## src/rtl/sram_arb_pkg.sv

```systemverilog
// Shared types and helpers for the Wishbone / capture-stream SRAM port arbiter.
package sram_arb_pkg;

  typedef enum logic [2:0] {
    IDLE,
    RD_WAIT,
    RD_ACK,
    WR_REQ,
    RMW_RD,
    RMW_MERGE,
    ACK
  } arb_state_e;

  localparam int WB_WORD_LSB = 2;

  // Per-byte select: take the new byte where sel is set, keep the old one otherwise.
  function automatic logic [31:0] byte_merge(input logic [3:0]  sel,
                                             input logic [31:0] new_w,
                                             input logic [31:0] old_w);
    logic [31:0] w;
    for (int b = 0; b < 4; b++) begin
      w[8*b +: 8] = sel[b] ? new_w[8*b +: 8] : old_w[8*b +: 8];
    end
    return w;
  endfunction

endpackage

```

## src/rtl/sram_port_arbiter_ring.sv

```systemverilog
// Capture ring-buffer pointer: advances on every accepted stream beat, pulses on wrap.
module sram_ring_writer #(
  parameter int ADDR_W = 8
) (
  input  logic              clk,
  input  logic              rst,
  input  logic              beat,
  output logic [ADDR_W-1:0] wr_ptr,
  output logic              frame_done
);

  localparam logic [ADDR_W-1:0] LAST_ADDR = '1;

  always_ff @(posedge clk) begin
    if (rst) begin
      wr_ptr     <= '0;
      frame_done <= 1'b0;
    end else begin
      frame_done <= beat && (wr_ptr == LAST_ADDR);
      if (beat) begin
        wr_ptr <= wr_ptr + 1'b1;
      end
    end
  end

endmodule

```

## src/rtl/sram_port_arbiter.sv

```systemverilog
// Wishbone window onto a 1R1W SRAM with byte-masked RMW, sharing the write port
// with a capture stream; WB writes may lose to the stream for at most STARVE_MAX cycles.
module sram_port_arbiter
  import sram_arb_pkg::*;
#(
  parameter int          ADDR_W     = 8,
  parameter int          DATA_W     = 32,
  parameter logic [31:0] BASE_ADDR  = 32'h3000_0000,
  parameter int          STARVE_MAX = 4
) (
  input  logic              wb_clk_i,
  input  logic              wb_rst_i,
  input  logic              wbs_stb_i,
  input  logic              wbs_cyc_i,
  input  logic              wbs_we_i,
  input  logic [3:0]        wbs_sel_i,
  input  logic [31:0]       wbs_adr_i,
  input  logic [31:0]       wbs_dat_i,
  output logic              wbs_ack_o,
  output logic [31:0]       wbs_dat_o,
  input  logic              cap_en_i,
  input  logic              st_valid_i,
  input  logic [DATA_W-1:0] st_data_i,
  output logic              st_ready_o,
  output logic [ADDR_W-1:0] wr_ptr_o,
  output logic              frame_done_o,
  output logic [ADDR_W-1:0] mem_raddr_o,
  output logic              mem_ren_o,
  input  logic [DATA_W-1:0] mem_rdata_i,
  output logic [ADDR_W-1:0] mem_waddr_o,
  output logic              mem_wen_o,
  output logic [DATA_W-1:0] mem_wdata_o
);

  localparam int                TAG_LSB    = ADDR_W + WB_WORD_LSB;
  localparam int                SC_W       = $clog2(STARVE_MAX + 2);
  localparam logic [SC_W-1:0]   STARVE_LIM = SC_W'(STARVE_MAX);

  arb_state_e        state_q, state_d;
  logic [SC_W-1:0]   starve_q, starve_d;
  logic              rmw_q, rmw_d;
  logic [31:0]       rd_dat_q;
  logic [ADDR_W-1:0] waddr_p0;
  logic [DATA_W-1:0] old_p1;
  logic [DATA_W-1:0] merged_p2;

  logic              wb_hit;
  logic [ADDR_W-1:0] wb_word;
  logic              st_ready;
  logic              st_beat;
  logic              rd_hazard;
  logic              starved;
  logic              wb_grant;
  logic              rd_issue;
  logic [ADDR_W-1:0] wr_ptr;
  logic              unused_adr_bits;

  assign unused_adr_bits = ^wbs_adr_i[WB_WORD_LSB-1:0];

  assign wb_hit  = wbs_cyc_i & wbs_stb_i &
                   (wbs_adr_i[31:TAG_LSB] == BASE_ADDR[31:TAG_LSB]);
  assign wb_word = wbs_adr_i[TAG_LSB-1:WB_WORD_LSB];

  // The stream yields the write port to a reserved RMW or a fully starved WB write.
  assign starved   = (state_q == WR_REQ) && (starve_q == STARVE_LIM);
  assign st_ready  = ~wb_rst_i & cap_en_i & ~rmw_q & ~starved;
  assign st_beat   = st_valid_i & st_ready;
  assign rd_hazard = st_beat && (wr_ptr == wb_word);
  assign wb_grant  = ~wb_rst_i & (state_q == WR_REQ) & (~st_beat | starved | rmw_q);

  always_comb begin
    state_d  = state_q;
    starve_d = starve_q;
    rmw_d    = rmw_q;
    rd_issue = 1'b0;
    unique case (state_q)
      IDLE: begin
        if (wb_hit) begin
          if (!wbs_we_i) begin
            if (!rd_hazard) begin
              rd_issue = 1'b1;
              state_d  = RD_WAIT;
            end
          end else if (wbs_sel_i == 4'hF) begin
            state_d = WR_REQ;
          end else if (wbs_sel_i == 4'h0) begin
            state_d = ACK;
          end else if (!rd_hazard) begin
            rd_issue = 1'b1;
            rmw_d    = 1'b1;
            state_d  = RMW_RD;
          end
        end
      end
      RD_WAIT:   state_d = RD_ACK;
      RD_ACK:    state_d = IDLE;
      RMW_RD:    state_d = RMW_MERGE;
      RMW_MERGE: state_d = WR_REQ;
      WR_REQ: begin
        if (wb_grant) begin
          starve_d = '0;
          rmw_d    = 1'b0;
          state_d  = ACK;
        end else begin
          starve_d = starve_q + 1'b1;
        end
      end
      ACK:       state_d = IDLE;
      default:   state_d = IDLE;
    endcase
  end

  always_ff @(posedge wb_clk_i) begin
    if (wb_rst_i) begin
      state_q  <= IDLE;
      starve_q <= '0;
      rmw_q    <= 1'b0;
      rd_dat_q <= '0;
    end else begin
      state_q  <= state_d;
      starve_q <= starve_d;
      rmw_q    <= rmw_d;
      if (state_q == RD_WAIT) begin
        rd_dat_q <= mem_rdata_i;
      end
    end
  end

  // p0: accepted word address; p1: old word from the RMW read; p2: merged write word
  always_ff @(posedge wb_clk_i) begin
    if (state_q == IDLE) begin
      waddr_p0 <= wb_word;
    end
    if (state_q == RMW_RD) begin
      old_p1 <= mem_rdata_i;
    end
    if (state_q == RMW_MERGE) begin
      merged_p2 <= byte_merge(wbs_sel_i, wbs_dat_i, old_p1);
    end
  end

  sram_ring_writer #(
    .ADDR_W(ADDR_W)
  ) u_ring (
    .clk        (wb_clk_i),
    .rst        (wb_rst_i),
    .beat       (st_beat),
    .wr_ptr     (wr_ptr),
    .frame_done (frame_done_o)
  );

  assign wbs_ack_o   = ~wb_rst_i & ((state_q == RD_ACK) | (state_q == ACK));
  assign wbs_dat_o   = rd_dat_q;
  assign st_ready_o  = st_ready;
  assign wr_ptr_o    = wr_ptr;

  assign mem_ren_o   = ~wb_rst_i & rd_issue;
  assign mem_raddr_o = mem_ren_o ? wb_word : '0;

  assign mem_wen_o   = wb_grant | st_beat;
  assign mem_waddr_o = wb_grant ? waddr_p0 : (st_beat ? wr_ptr : '0);
  assign mem_wdata_o = wb_grant ? (rmw_q ? merged_p2 : wbs_dat_i)
                                : (st_beat ? st_data_i : '0);

endmodule

```

## config.mk

```make
export PLATFORM = sky130hd
export DESIGN_NAME = sram_port_arbiter
export DESIGN_NICKNAME = d
export VERILOG_FILES = /design/src/rtl/sram_arb_pkg.sv /design/src/rtl/sram_port_arbiter_ring.sv /design/src/rtl/sram_port_arbiter.sv
export SDC_FILE = /design/constraint.sdc
export NUM_CORES = 1
export LEC_CHECK = 0
export BUFFER_PORTS_ARGS = -buffer_cell sky130_fd_sc_hd__buf_2
export CORE_ASPECT_RATIO = 1.1
export CORE_MARGIN = 3
export CORE_UTILIZATION = 48
export CTS_CLUSTER_DIAMETER = 150
export DETAILED_ROUTE_END_ITERATION = 8
export PLACE_DENSITY = 0.88
export REMOVE_ABC_BUFFERS = 1
export SETUP_SLACK_MARGIN = 0.5
export SLEW_MARGIN = 20
export SYNTH_ARGS = -nofsm -noshare
export SYNTH_HDL_FRONTEND = slang
export SYNTH_SLANG_ARGS = --single-unit
```

## constraint.sdc

```tcl
create_clock -name wb_clk_i -period 3.87 [get_ports wb_clk_i]
set_input_delay 0.774 -clock wb_clk_i [delete_from_list [all_inputs] [get_ports wb_clk_i]]
set_output_delay 0.774 -clock wb_clk_i [all_outputs]
set_load 0.01 [all_outputs]
```

==> results of run 1 <==
[flip-flops by register name, indices dropped and copies added (netlist names)]
name,cells
merged_p2,32
rmw_q,1
u_ring.wr_ptr,8
waddr_p0,8
state_q,3
old_p1,32
starve_q,3
u_ring.frame_done,1
wbs_dat_o,32
[cells by family (layout without fill, tap and decap cells)]
group | after synthesis | in the layout | share of synthesized area (%)
AO/OA/AOI/OAI | 100 | 100 | 12.3
XOR/XNOR | 12 | 12 | 1.87
adder cells (fa/ha/maj) | 3 | 3 | 0.666
buffers and inverters | 38 | 275 | 3.40
flip-flops | 120 | 120 | 55.4
multiplexers | 65 | 65 | 12.3
AND/OR/NAND/NOR | 161 | 161 | 14.0
[worst register-to-register path, delay by kind of cell (launching register included)]
family	cells	cell delay, ns
simple gates	2	0.68
buf+inv	2	0.53
flops	1	0.40
compound gates	1	0.16
[worst paths after layout]
| check | startpoint | slack (ns) | endpoint |
|---|---|---|---|
| max | wbs_adr_i[12] | 0.57 | mem_raddr_o[6] |
| min | wbs_dat_o[14]$_SDFFE_PP0P_ | 0.46 | wbs_dat_o[14]$_SDFFE_PP0P_ |
| max reg2reg | state_q[1]$_SDFFE_PP0P_ | 2.02 | wbs_dat_o[19]$_SDFFE_PP0P_ |
| min reg2reg | wbs_dat_o[14]$_SDFFE_PP0P_ | 0.46 | wbs_dat_o[14]$_SDFFE_PP0P_ |
[synthesized netlist by cell type (4+ instances only)]
| cell | instances |
|---|---|
| nand2_1 | 103 |
| edfxtp_1 | 72 |
| dfxtp_1 | 48 |
| a21oi_1 | 41 |
| mux2i_1 | 33 |
| mux2_2 | 32 |
| o21ai_2 | 28 |
| clkbuf_1 | 21 |
| nor4b_1 | 12 |
| nor2_1 | 9 |
| xnor2_1 | 9 |
| a22o_1 | 8 |
| buf_2 | 6 |
| buf_6 | 5 |
| inv_1 | 5 |
| o21ai_0 | 5 |
| or4_1 | 5 |
| nand3_1 | 4 |
| nand4_1 | 4 |
| nor3_1 | 4 |
| o31ai_1 | 4 |
[layout make-up]
class / instances / area [sq um]
Clock buffer: 19 / 464
Clock inverter: 13 / 105
Fill cell: 823 / 3750
Inverter: 5 / 18.8
Multi-Input combinational cell: 341 / 2350
Sequential cell: 120 / 3130
Tap cell: 147 / 184
Timing Repair Buffer: 238 / 1210
[timing repair]
item                                    CTS  global route
resized for setup                         1             4
endpoints found under the setup margin    8            48
pin swaps                                 0             1
[metal layers]
layer / up-vias / GRT usage (%)
li1: 2287 / -
met5: - / 0
met4: 0 / 10.8
met1: 2286 / 25.5
met2: 232 / 40.7
met3: 39 / 5.92
[power breakdown]
part           switching [W]  internal [W]
combinational      0.0000939     0.0000959
sequential        0.00000325       0.00136
clock               0.000603      0.000889
total               0.000700       0.00234
[layout by cell type, fill, tap and decap left out, types with 5 or more instances in the layout]
cell and n:
o21ai_0 5, a22o_1 8, edfxtp_1 72, mux2i_1 33
nor2_1 9, inv_6 6, mux2_2 32, inv_1 5
dfxtp_1 46, buf_2 229, nand2_1 102, nor4b_1 12
xnor2_1 9, or4_1 5, o21ai_2 27, a21oi_1 41
buf_4 9, clkbuf_16 18
[through the flow]
stage               util [%]  cell area [sq um]  total power (W)  setup TNS [ns]  worst slack, ns
floorplan                  -               5460          0.00146          -0.284           -0.107
global placement        61.3               6870          0.00157               0            0.752
detailed placement      61.3               6870          0.00158               0            0.610
CTS                     66.4               7440          0.00307               0            0.508
global route            66.6               7460          0.00314               0            0.511
finish                  66.6               7460          0.00304               0            0.573
==> flow_summary.json, run 1 <==
{
  "status": "complete, no violations",
  "tightest_slew_ns": 0.813,
  "path_clk_slew_ns": 0.06,
  "synth_top_area_share_pct": 38.4,
  "grt_pass1_vias": 4750,
  "finalNonFillerCells": 883,
  "nets": 865,
  "whs_ns": 0.455,
  "yosys-top-cells-area": "edfxtp_1 (38%), dfxtp_1 (17%), nand2_1 (6.9%)",
  "dp_cells": 851,
  "wire_per_inst_um": 17.1,
  "critPathRequiredTime_ns": 3.10,
  "start_kind": "input port",
  "ys.warnings.count": 0,
  "synth_area_sq_um": 5630,
  "portBuffers": 229,
  "arrival_ns": 2.52,
  "grt_overflow": 0,
  "cts_tree": "yes",
  "worstHoldPathCells": 2,
  "drc": 0,
  "timing.final.crit_share_pct": 85.2,
  "drt-met1-wl_mm": 5.64,
  "crit_chain": "buf_2 -> or4_1 -> nor2_2 -> o311ai_4 -> nor4b_1 -> buf_2",
  "drtIter0Drc": 278,
  "cp_common_cell": "buf_2",
  "cts_num_sinks": 120,
  "dp_hpwl_mm": 10.9,
  "firstDrtPassIters": 5,
  "rsz0062_at_grt": "false",
  "grt_max_degree": 56,
  "numCtsBuffers": 17,
  "relSlewSlack_pct": 45.8,
  "crit_family": "simple AND/OR/NAND/NOR gates",
  "cts-root-buf": "clkbuf_16",
  "routed_via_density": 5.49,
  "fin_crit_ns": 3.30,
  "dr_wl_met3_mm": 1.15,
  "antenna_cells": 0,
  "clock_path_buffers": 2,
  "clock_latency_ns": 0.41,
  "min_path_type": "reg -> reg",
  "track_usage_pct": 23.0,
  "cp-end-kind": "output port",
  "cpMaxStageDelayCell": "or4_1",
  "ant_nets": 0,
  "max_stage_delay_ns": 0.52,
  "syn_avg_cell_area_sq_um": 11.3,
  "fmax_ghz": 0.303,
  "synth_top_cell_by_area": "edfxtp_1",
  "drive_above_1_share_pct": 46.5,
  "p_leak_nw": 3.05,
  "syn_to_final_growth_pct": 32.5,
  "core_sq_um": 11200,
  "grt_pass1_wl_mm": 23.1,
  "crit_buf_inv": 2,
  "die_h_um": 120,
  "num_vias": 4844,
  "async_reset_ff_share_pct": 0,
  "irDropWorstVdd_mv": 0.287,
  "top_layer": "met4",
  "initial_core_util_pct": 50.2,
  "worst-path-stages": 6,
  "die_area_sq_um": 13100,
  "synth_cells": 499,
  "powerDensity_nw_per_um2": 408,
  "synth-seq-area-share_pct": 55.4,
  "finalSetupViolCount": 0,
  "antenna_found_initial": 0,
  "cp_max_fo": 10,
  "synth_edf_count": 72,
  "ys_ff_latch": 120,
  "drv_slew": 0,
  "place_congestion": 0.908,
  "criticalPathCategory": "in -> out",
  "reg2reg_depth": 5,
  "skew_ns": 0.00659,
  "hold_violations": 0,
  "ios": 232,
  "wl_met2_mm": 7.82,
  "dieWidth_um": 109,
  "post_cts_buffers": 0,
  "cap_violations": 0,
  "synth_ff_type": "edfxtp_1",
  "ctsHtreeMaxLevel": 4,
  "hold_buffers": 0,
  "rows": 40,
  "drt-total-wl_mm": 15.1,
  "ys_types": 49
}
(Power assumes the default switching activity.)
==> run 2: changes to the inputs <==
CORE_UTILIZATION = 52   (was 48)
PLACE_DENSITY = 0.95   (was 0.88)
clock period = 3.8 ns   (was 3.87 ns; I/O delays follow)
==> run 2 against run 1 <==
First-iteration DRC count is 49% higher; clock-buffer cell count is 1 lower; non-clock buffer count is 2 higher; worst hold slack worse by 0.0017 ns; clock skew hardly changed; critical endpoint is now mem_waddr_o[3].
==> flow_summary.json, run 2 (synthesis gave the netlist of run 1 again) <==
{
  "tns_ns": 0,
  "drc": 0,
  "fmax_ghz": 0.308,
  "grt_pass1_wl_mm": 23.9,
  "grt_pass1_vias": 4873,
  "irDropWorstVdd_mv": 0.328,
  "drv_slew": 0,
  "clock_path_buffers": 2,
  "die_area_sq_um": 12100,
  "final_common_cell": "buf_2",
  "hold_violations": 0,
  "drt-total-wl_mm": 15.8,
  "rsz0062_at_grt": "true",
  "portBuffers": 229,
  "wire_per_inst_um": 17.9,
  "ant_nets": 0,
  "p_clk_share_pct": 49.4,
  "worstHoldPathCells": 2,
  "switching_power_w": 0.000721,
  "skew_ns": 0.00664,
  "num_vias": 4902,
  "antenna_cells": 0,
  "cts-root-buf": "clkbuf_16",
  "timing.rr.start": "starve_q[0]$_SDFFE_PP0N_",
  "final_cell_area_sq_um": 7470,
  "hold_buffers": 0,
  "core_sq_um": 10500,
  "critPathRequiredTime_ns": 3.04,
  "nets": 867,
  "utilization_pct": 71.2,
  "ios": 232,
  "relSlewSlack_pct": 48.0,
  "criticalPathCategory": "reg -> out",
  "drive_above_1_share_pct": 46.3,
  "multi_input_area_sq_um": 2340,
  "status": "complete, no violations",
  "switching_share_pct": 23.0,
  "tightest_slew_ns": 0.780,
  "power_frac_comb_pct": 6.3,
  "fillers": 705,
  "p_leak_nw": 3.05,
  "min-delay-start": "wbs_dat_o[13]$_SDFFE_PP0P_",
  "dp_hpwl_mm": 11.4,
  "cp-end-kind": "output port",
  "cts_num_sinks": 120,
  "holdPathEnd": "wbs_dat_o[13]$_SDFFE_PP0P_",
  "dieWidth_um": 105,
  "regToRegEndpoint": "rmw_q$_SDFFE_PP0P_",
  "grt_overflow": 0,
  "post_dp_cell_area_sq_um": 6870,
  "grt_max_degree": 44,
  "arrival_ns": 2.48,
  "cp_max_fo": 43,
  "pre_cts_slack_ns": 0.568,
  "path_clk_slew_ns": 0.06,
  "timing.final.crit_share_pct": 85.4,
  "cts_tree": "yes",
  "fin_crit_ns": 3.24,
  "finalSetupViolCount": 0,
  "ctsHtreeMaxLevel": 4,
  "final_cell_mix": "buf_2 (229), nand2_1 (103), edfxtp_1 (72)",
  "reg2reg_depth": 6,
  "whs_ns": 0.453,
  "clock_latency_ns": 0.41,
  "antenna_found_initial": 0,
  "die_h_um": 115,
  "powerDensity_nw_per_um2": 420,
  "syn_to_final_growth_pct": 32.6,
  "internal_power_w": 0.00241,
  "numCtsBuffers": 17,
  "track_usage_pct": 25.4,
  "r2r_slack_ns": 1.88,
  "place_congestion": 0.876,
  "firstDrtPassIters": 5,
  "initial_core_util_pct": 53.7,
  "drtIter0Drc": 414,
  "routed_via_density": 5.56,
  "start_kind": "flop",
  "cap_violations": 0,
  "min_path_type": "reg -> reg",
  "rows": 39,
  "setup_slack_ns": 0.556,
  "final-seq-area_sq_um": 3120,
  "pwr-share-seq_pct": 44.2
}
## run 2: cell types whose count changed in the layout (fill, tap and decap cells not counted)
cell        change
nand2_1         +1
clkinvlp_4      +2
bufinv_16       +1
inv_4           -2
o21ai_4         -1
o21ai_2         +1
dfxtp_2         -1
dfxtp_1         +1
buf_4           +2
nand2_2         -1
clkbuf_16       -1
## run 2: metrics by stage
step | total power (W) | instances
final | 0.00313 | 881
after detailed placement | 0.00161 | 848
after CTS | 0.00315 | 880
after global routing | 0.00322 | 881
after floorplan | 0.00148 | 466
after global placement | 0.00160 | 848
## run 2: cell type report
class,count,share of cell area [%]
timing repair buffer,240,16.5
clock inverter,14,1.84
sequential,120,41.8
multi-input combinational,341,31.3
tap,143,2.40
clock buffer,18,5.88
inverter,5,0.251
## run 2: power by group through the flow
stage          logic [W]  registers [W]  clock network, W
6_report        0.000198        0.00139           0.00155
5_1_grt         0.000216        0.00139           0.00162
4_1_cts         0.000198        0.00139           0.00157
3_5_place_dp    0.000196        0.00141                 0
3_3_place_gp    0.000186        0.00141                 0
2_1_floorplan  0.0000706        0.00141                 0
## run 2: metal layers
metal	wire [um]	global-route usage, %	up-vias
met2	8470	46.0	252
met5	0	0	-
met4	365	11.8	0
li1	-	-	2290
met1	5920	28.3	2325
met3	1050	5.84	35
## run 2: worst max-delay path, stage by stage (launching register included)
cell and delay, ns:
dfxtp_1 0.35, inv_1 0.08, ha_1 0.21, nand2_1 0.24
o21a_2 0.20, buf_4 0.44, nor3_4 0.04, buf_4 0.18
a22o_1 0.19, buf_2 0.14
## run 2: repair_timing
item	CTS	global route
gates resized for setup	2	0
buffers inserted	0	1
setup endpoints to repair	10	30
## run 2: worst max path at each step
stage	cells past startpoint	slack (ns)	from	to
2_1_floorplan	4	-0.16	rmw_q$_SDFFE_PP0P_	mem_wdata_o[0]
3_3_place_gp	7	0.69	wb_rst_i	mem_waddr_o[2]
3_5_place_dp	7	0.57	wb_rst_i	mem_waddr_o[3]
4_1_cts	5	0.57	state_q[0]$_SDFFE_PP0P_	mem_wdata_o[0]
5_1_grt	5	0.40	state_q[0]$_SDFFE_PP0P_	mem_wdata_o[0]
6_report	9	0.56	starve_q[0]$_SDFFE_PP0N_	mem_waddr_o[3]
